### config.mk
export PLATFORM = sky130hd
export DESIGN_NAME = dose_schedule_controller
export DESIGN_NICKNAME = d
export VERILOG_FILES = /design/src/rtl/dose_schedule_controller.sv
export SDC_FILE = /design/constraint.sdc
export NUM_CORES = 1
export LEC_CHECK = 0
export BUFFER_PORTS_ARGS = -buffer_cell sky130_fd_sc_hd__buf_2
export CORE_ASPECT_RATIO = 1.4
export CORE_MARGIN = 3
export CORE_UTILIZATION = 48
export DETAILED_ROUTE_END_ITERATION = 16
export MAX_ROUTING_LAYER = met4
export PLACE_DENSITY = 0.69
export SETUP_SLACK_MARGIN = 0.05
export SLEW_MARGIN = 20
export SYNTH_ARGS = -nofsm -noshare
export SYNTH_HDL_FRONTEND = slang
export SYNTH_SLANG_ARGS = --single-unit
### constraint.sdc
create_clock -name clk -period 2.7 [get_ports clk]
set_input_delay 0.135 -clock clk [delete_from_list [all_inputs] [get_ports clk]]
set_output_delay 0.135 -clock clk [all_outputs]
set_load 0.005 [all_outputs]
### src/rtl/dose_schedule_controller.sv
// dose_schedule_controller
//   Fetches a patient's dose times from the schedule ROM into a local table,
//   then compares the running 12-hour BCD clock against that table once per
//   second. A match raises an alarm that is cleared by a nurse ack, or by a
//   timeout that counts as a missed dose.
//
// Optional feature: define DOSE_SNOOZE_EN to add the snooze input and the
//   SNOOZE state. Each alarm may be snoozed at most twice, for 5 seconds each.
//
// Ports:
//   clk, rst_n    clock, asynchronous active-low reset
//   state         Control state code (0 reset, 1 set, 2 load, 3 start, 4 idle)
//   patientId     ROM page, captured when a load is triggered
//   currentTime   BCD hh:mm:ss, [23:8] compared against table hh:mm
//   secondTick    one-cycle pulse each time currentTime advances
//   ack           nurse acknowledge pulse
//   snooze        (DOSE_SNOOZE_EN only) snooze request pulse
//   romAddr/romRd ROM read address {patient, slot} and one-cycle read strobe
//   romData       ROM response: [16] entry valid, [15:0] BCD hh:mm
//   busy          high while the table is being fetched
//   alarm         dose alarm active; doseIndex names the slot that raised it
//   missedCount   saturating count of alarms that timed out
module dose_schedule_controller #(
    parameter int NUM_SLOTS     = 4,
    parameter int SLOT_BITS     = 2,
    parameter int ROM_LAT       = 1,
    parameter int ALARM_TIMEOUT = 60,
    parameter int MISS_W        = 4
) (
    input  logic                   clk,
    input  logic                   rst_n,
    input  logic [3:0]             state,
    input  logic [7:0]             patientId,
    input  logic [23:0]            currentTime,
    input  logic                   secondTick,
    input  logic                   ack,
`ifdef DOSE_SNOOZE_EN
    input  logic                   snooze,
`endif
    output logic [8+SLOT_BITS-1:0] romAddr,
    output logic                   romRd,
    input  logic [16:0]            romData,
    output logic                   busy,
    output logic                   alarm,
    output logic [SLOT_BITS-1:0]   doseIndex,
    output logic [MISS_W-1:0]      missedCount
);
    localparam int TO_W  = $clog2(ALARM_TIMEOUT + 1);
    localparam int LAT_W = $clog2(ROM_LAT + 1);

    typedef enum logic [2:0] {
        S_IDLE,
        S_LOAD,
        S_ARMED,
        S_ALARM
`ifdef DOSE_SNOOZE_EN
        , S_SNOOZE
`endif
    } fsm_t;

    fsm_t                        fsm_q, fsm_d;
    logic [3:0]                  prev_state_q;
    logic                        running_q, running_d;
    logic [7:0]                  pid_q, pid_d;
    logic [SLOT_BITS-1:0]        slot_q, slot_d;
    logic                        pend_q, pend_d;
    logic [LAT_W-1:0]            lat_q, lat_d;
    logic [NUM_SLOTS-1:0]        valid_q, valid_d;
    logic [NUM_SLOTS-1:0][15:0]  hhmm_q, hhmm_d;
    logic [NUM_SLOTS-1:0]        fired_q, fired_d;
    logic                        loaded_q, loaded_d;
    logic [SLOT_BITS-1:0]        idx_q, idx_d;
    logic [TO_W-1:0]             to_q, to_d;
    logic [MISS_W-1:0]           miss_q, miss_d;
`ifdef DOSE_SNOOZE_EN
    logic [2:0]                  snz_cnt_q, snz_cnt_d;
    logic [1:0]                  snz_used_q, snz_used_d;
`endif

    logic                        load_trig, clr, hit;
    logic [SLOT_BITS-1:0]        hit_idx;
    logic [NUM_SLOTS-1:0]        match;
    logic                        unused_sec;

    // Seconds never take part in matching; a dose is due for a whole minute.
    assign unused_sec = ^currentTime[7:0];

    assign load_trig = (state == 4'd2) && (prev_state_q != 4'd2);
    assign clr       = (state == 4'd0);

    // Lowest matching slot wins; the others fire on later ticks.
    always_comb begin
        hit     = 1'b0;
        hit_idx = '0;
        match   = '0;
        for (int i = NUM_SLOTS - 1; i >= 0; i--) begin
            match[i] = valid_q[i] && !fired_q[i] && (hhmm_q[i] == currentTime[23:8]);
            if (match[i]) begin
                hit     = 1'b1;
                hit_idx = SLOT_BITS'(i);
            end
        end
    end

    always_comb begin
        fsm_d     = fsm_q;
        running_d = running_q;
        pid_d     = pid_q;
        slot_d    = slot_q;
        pend_d    = pend_q;
        lat_d     = lat_q;
        valid_d   = valid_q;
        hhmm_d    = hhmm_q;
        fired_d   = fired_q;
        loaded_d  = loaded_q;
        idx_d     = idx_q;
        to_d      = to_q;
        miss_d    = miss_q;
`ifdef DOSE_SNOOZE_EN
        snz_cnt_d  = snz_cnt_q;
        snz_used_d = snz_used_q;
`endif

        if (state == 4'd3)
            running_d = 1'b1;
        else if (state == 4'd0 || state == 4'd1)
            running_d = 1'b0;

        // Leaving an entry's minute re-arms it for the next 12 h pass.
        if (secondTick && fsm_q != S_IDLE && fsm_q != S_LOAD) begin
            for (int i = 0; i < NUM_SLOTS; i++)
                if (hhmm_q[i] != currentTime[23:8])
                    fired_d[i] = 1'b0;
        end

        case (fsm_q)
            S_LOAD: begin
                if (!pend_q) begin
                    pend_d = 1'b1;               // romRd strobes this cycle
                    lat_d  = '0;
                end else if (lat_q == LAT_W'(ROM_LAT - 1)) begin
                    valid_d[slot_q] = romData[16];
                    hhmm_d[slot_q]  = romData[15:0];
                    pend_d          = 1'b0;
                    if (slot_q == SLOT_BITS'(NUM_SLOTS - 1)) begin
                        slot_d   = '0;
                        loaded_d = 1'b1;
                        fsm_d    = S_ARMED;
                    end else begin
                        slot_d = slot_q + 1'b1;
                    end
                end else begin
                    lat_d = lat_q + 1'b1;
                end
            end
            S_ARMED: begin
                if (secondTick && running_q && hit) begin
                    fired_d[hit_idx] = 1'b1;
                    idx_d            = hit_idx;
                    to_d             = '0;
`ifdef DOSE_SNOOZE_EN
                    snz_used_d       = '0;
`endif
                    fsm_d            = S_ALARM;
                end
            end
            S_ALARM: begin
                if (ack) begin
                    fsm_d = S_ARMED;
`ifdef DOSE_SNOOZE_EN
                end else if (snooze && snz_used_q < 2'd2) begin
                    snz_used_d = snz_used_q + 1'b1;
                    snz_cnt_d  = '0;
                    fsm_d      = S_SNOOZE;
`endif
                end else if (secondTick) begin
                    if (to_q == TO_W'(ALARM_TIMEOUT - 1)) begin
                        if (miss_q != '1)
                            miss_d = miss_q + 1'b1;
                        fsm_d = S_ARMED;
                    end else begin
                        to_d = to_q + 1'b1;
                    end
                end
            end
`ifdef DOSE_SNOOZE_EN
            S_SNOOZE: begin
                if (secondTick) begin
                    if (snz_cnt_q == 3'd4) begin
                        to_d  = '0;
                        fsm_d = S_ALARM;
                    end else begin
                        snz_cnt_d = snz_cnt_q + 1'b1;
                    end
                end
            end
`endif
            default: ;
        endcase

        // Load and reset requests override whatever the FSM was doing.
        if (load_trig) begin
            pid_d    = patientId;
            valid_d  = '0;
            fired_d  = '0;
            loaded_d = 1'b0;
            slot_d   = '0;
            pend_d   = 1'b0;
            lat_d    = '0;
            fsm_d    = S_LOAD;
        end else if (clr) begin
            if (fsm_q == S_LOAD) begin
                valid_d  = '0;
                loaded_d = 1'b0;
                slot_d   = '0;
                pend_d   = 1'b0;
                fsm_d    = S_IDLE;
            end else begin
                fired_d = '0;
                miss_d  = '0;
                fsm_d   = loaded_q ? S_ARMED : S_IDLE;
            end
        end
    end

    always_ff @(posedge clk or negedge rst_n) begin
        if (!rst_n) begin
            fsm_q        <= S_IDLE;
            prev_state_q <= '0;
            running_q    <= 1'b0;
            pid_q        <= '0;
            slot_q       <= '0;
            pend_q       <= 1'b0;
            lat_q        <= '0;
            valid_q      <= '0;
            hhmm_q       <= '0;
            fired_q      <= '0;
            loaded_q     <= 1'b0;
            idx_q        <= '0;
            to_q         <= '0;
            miss_q       <= '0;
`ifdef DOSE_SNOOZE_EN
            snz_cnt_q    <= '0;
            snz_used_q   <= '0;
`endif
        end else begin
            fsm_q        <= fsm_d;
            prev_state_q <= state;
            running_q    <= running_d;
            pid_q        <= pid_d;
            slot_q       <= slot_d;
            pend_q       <= pend_d;
            lat_q        <= lat_d;
            valid_q      <= valid_d;
            hhmm_q       <= hhmm_d;
            fired_q      <= fired_d;
            loaded_q     <= loaded_d;
            idx_q        <= idx_d;
            to_q         <= to_d;
            miss_q       <= miss_d;
`ifdef DOSE_SNOOZE_EN
            snz_cnt_q    <= snz_cnt_d;
            snz_used_q   <= snz_used_d;
`endif
        end
    end

    assign romAddr     = {pid_q, slot_q};
    assign romRd       = (fsm_q == S_LOAD) && !pend_q;
    assign busy        = (fsm_q == S_LOAD);
    assign alarm       = (fsm_q == S_ALARM);
    assign doseIndex   = idx_q;
    assign missedCount = miss_q;

endmodule

==> summary.md <==
| Metric | Value |
|---|---|
| FFs w/ async S/R, synth | `100.0%` |
| YS warnings | `0` |
| Leak pwr | `approximately 2.7 nW` |
| Fin crit period | `2344 ps` |
| Setup-failing EPs final | `0` |
| DIE AREA | `11570 µm²` |
| Number of flops mapped to enable cells by yosys | `0` |
| Remaining antenna violation count | `0` |
| CP startpoint kind | `flop` |
| Vias | `3277` |
| Post-synthesis net count | `approximately 470` |
| Top-level I/O count | `76` |
| Post-Syn Area | `4943 µm²` |
| FMAX | `426.6 MHz` |
| GRT overflow | `0` |
| Worst vdd ir | `0.4162 mV` |
| Placer Congestion | `0.7513` |
| Worst r2r src | `hhmm_q[60]$_DFFE_PN0P_` |
| Initial DRC count | `131` |
| CTS Buffer Depth | `2` |
| Hold Path Cell Cnt | `2` |
| Avg Cell Area, Syn | `12.33 µm²` |
| Sink Count | `103` |
| Worst-Margin Slew | `roughly 580 ps` |
| FF-to-FF path depth | `6` |
| Clk_skew | `10.89 ps` |
| Crit-path max FO | `7` |
| Nets@finish | `549` |
| H-tree depth | `3` |
| Max-slew headroom | `roughly three fifths` |
| Die Wd | `91.77 µm` |
| Fillers | `~850` |
| Top cell type by total area after synthesis | `dfrtp_1` |
| Max_cap viols | `0` |
| Post-Synthesis Cells | `401` |
| CTS tree | `built` |
| Top-area cell type share of the netlist area | `52.14%` |
| Largest net degree at the start of global routing | `45` |
| Worst Hold End | `pid_q[7]$_DFFE_PN0P_` |
| Post-synthesis sequential area ratio | `52.14%` |
| Die H | `126.1 µm` |
| Unrepaired setup endpoints after global routing | `false` |
| WP data arrival | `~2600 ps` |
| Worst reg2reg endpoint | `to_q[0]$_DFFE_PN0P_` |
| Routed len/inst | `16.29 µm` |
| Fin crit share | `86.83%` |
| CP Capture Type | `flop` |
| Yosys reg bits | `103` |
| Min-Delay Path Class | `input pin to flop` |
| Footprint of the multi-input gates | `~2300 µm²` |
| Req. time, crit path | `2920 ps` |
| CTS buffer count | `9` |
| Synth cell types | `42` |
| Ant. Diodes | `0` |
| HPWL Detailed | `7288 µm` |
| Pre-Repair DR Iteration Count | `4` |
| Vias in the first global route | `about 3500` |
| Final Max Tran Viols | `0` |
| DRC | `0` |
| Final worst slack | `355.6 ps` |
| Internal reg-to-reg setup slack | `360 ps` |
| Final Hold Fails | `0` |
| Placement Rows | `43` |
| FF+latch area | `2577 µm²` |
| Clock transition at path regs | `about 70 ps` |
| Fraction of final layout cells sized beyond drive strength 1 | `33.81%` |
| Wirelength, routed | `approximately 10000 µm` |
| Crit path kind | `flop to flop` |
| Post-CTS Setup Bufs | `0` |
| Core area | `9953 µm²` |
| Initial Utilization | `49.67%` |
| Hold_sp | `patientId[7]` |
| Vias per inst | `5.260` |
| Status | `finished clean` |
| Top FF cell, synth | `dfrtp_1` |
| Clk_lat worst skew | `350 ps` |
| Placed cells | `602` |
| Layout Utilization | `58.97%` |
| Layout area overhead | `18.73%` |
| Post-Route Setup TNS | `0 ps` |
| Initial antenna violation count | `0` |
| Clock root cell | `clkbuf_16` |
| PD cells | `619.2 nW/µm²` |
| Total Routing Usage GR | `about a fifth` |
| Global-route wire length before repair | `16660 µm` |
| Pre-CTS WS | `382.6 ps` |
| Port bufs | `67` |
| Synth top area cells | `dfrtp_1 (52%), mux2_2 (16%), xor2_1 (9.2%)` |
| Final non-filler cell total | `623` |
layer usage:
metal / GRT usage (%) / vias to the layer above / part of all wire, %
li1: - / 1583 / -
met1: 21.35 / 1626 / 41
met2: 33.45 / 57 / 54
met3: 2.808 / 11 / 3.1
met4: 6.999 / 0 / 1.9
met5: - / - / 0
metrics by stage:
step | total power, mW | cell area [µm²] | hold WS [ps]
5_1_grt | 3.790 | 5869 | 25.97
4_1_cts | 3.673 | 5869 | 17.64
3_3_place_gp | 2.207 | 5485 | 152.3
3_5_place_dp | 2.229 | 5485 | 156.6
6_report | 3.634 | 5869 | 25.09
2_1_floorplan | 2.030 | 4943 | -160.6
synth_stat cells (all sizes together), types with 2 or more instances:
cell type	count
nor2b	3
nand2	17
nand3	11
mux2i	3
a21oi	11
mux2	72
a21boi	3
nor3b	2
nand4	12
ha	9
o21ai	3
a211oi	2
xnor2	18
nand2b	3
clkbuf	7
dfrtp	103
nor4	14
and3	3
nor2	22
or3b	4
inv	5
and2	3
nor3	3
xor2	52
flip-flops by register name, indices dropped and copies added, names as in the netlist:
signal and flops:
hhmm_q 64, pid_q 8, to_q 6, fired_q 4, missedCount 4, prev_state_q 4
valid_q 4, doseIndex 2, fsm_q 2, slot_q 2, loaded_q 1, pend_q 1
running_q 1
kinds of logic (layout without fill, tap and decap cells):
kind of cell    after synthesis  count (layout)  synth area share (%)
buf+inv                      13             100                0.9872
xor+xnor                     70              70                 12.40
flops                       103             103                 52.14
simple gates                103             103                 11.34
mux                          75              75                 17.01
compound gates               28              28                 3.847
fa+ha+maj                     9               9                 2.278
worst max-delay path by stage:
stage                                       from                      to  slack (ps)  depth (start not counted)
after global routing      hhmm_q[25]$_DFFE_PN0P_     to_q[0]$_DFFE_PN0P_         210                          6
after floorplan             fsm_q[1]$_DFFE_PN0P_  hhmm_q[37]$_DFFE_PN0P_         710                          6
after global placement    hhmm_q[60]$_DFFE_PN0P_     to_q[0]$_DFFE_PN0P_         380                          6
final                     hhmm_q[60]$_DFFE_PN0P_     to_q[0]$_DFFE_PN0P_         360                          6
after detailed placement  hhmm_q[45]$_DFFE_PN0P_     to_q[0]$_DFFE_PN0P_         380                          6
after CTS                 hhmm_q[45]$_DFFE_PN0P_     to_q[0]$_DFFE_PN0P_         360                          6
power breakdown:
group          switching [mW]  internal, mW
clock                   0.569         0.867
sequential             0.0904          1.68
combinational           0.200         0.232
total                   0.860          2.77
layout make-up:
cell class                      instances  area share (%)
Timing Repair Buffer                   79           7.717
Inverter                                5          0.3198
Tap cell                              135           2.878
Sequential cell                       103           43.91
Clock inverter                          4           1.322
Clock buffer                           12           4.370
Multi-Input combinational cell        285           39.48
cells in the final DEF, fill, tap and decap left out, types with 3 or more instances in the layout:
cell type / synthesis / layout
dfrtp_1: 103 / 103
xor2_1: 52 / 52
nand3_1: 11 / 11
mux2_2: 72 / 72
mux2i_1: 3 / 3
o21ai_0: 3 / 3
nor2_1: 22 / 22
inv_1: 5 / 5
nand2_1: 17 / 17
and3_1: 3 / 3
nor3_1: 3 / 3
ha_1: 9 / 9
buf_4: 0 / 7
nor4_1: 14 / 14
clkbuf_16: 0 / 9
nand4_1: 12 / 12
nor2b_1: 3 / 3
xnor2_1: 18 / 18
a21oi_1: 11 / 11
dlygate4sd3_1: 0 / 5
nand2b_1: 3 / 3
and2_1: 3 / 3
or3b_1: 3 / 3
buf_2: 0 / 66
repair_timing:
| action | in CTS | in global routing |
|---|---|---|
| hold buffers | 5 | 0 |
| hold endpoints to repair | 41 | 0 |
| resized for setup | 0 | 0 |
critical path, cell delays in order, from the launching register on:
cell,delay (ps)
dfrtp_1,390
xor2_1,150
nor4_1,480
nand4_1,220
or3b_1,460
a41oi_2,390
a21oi_1,120
No activity file was read; power rests on OpenSTA's default activity.
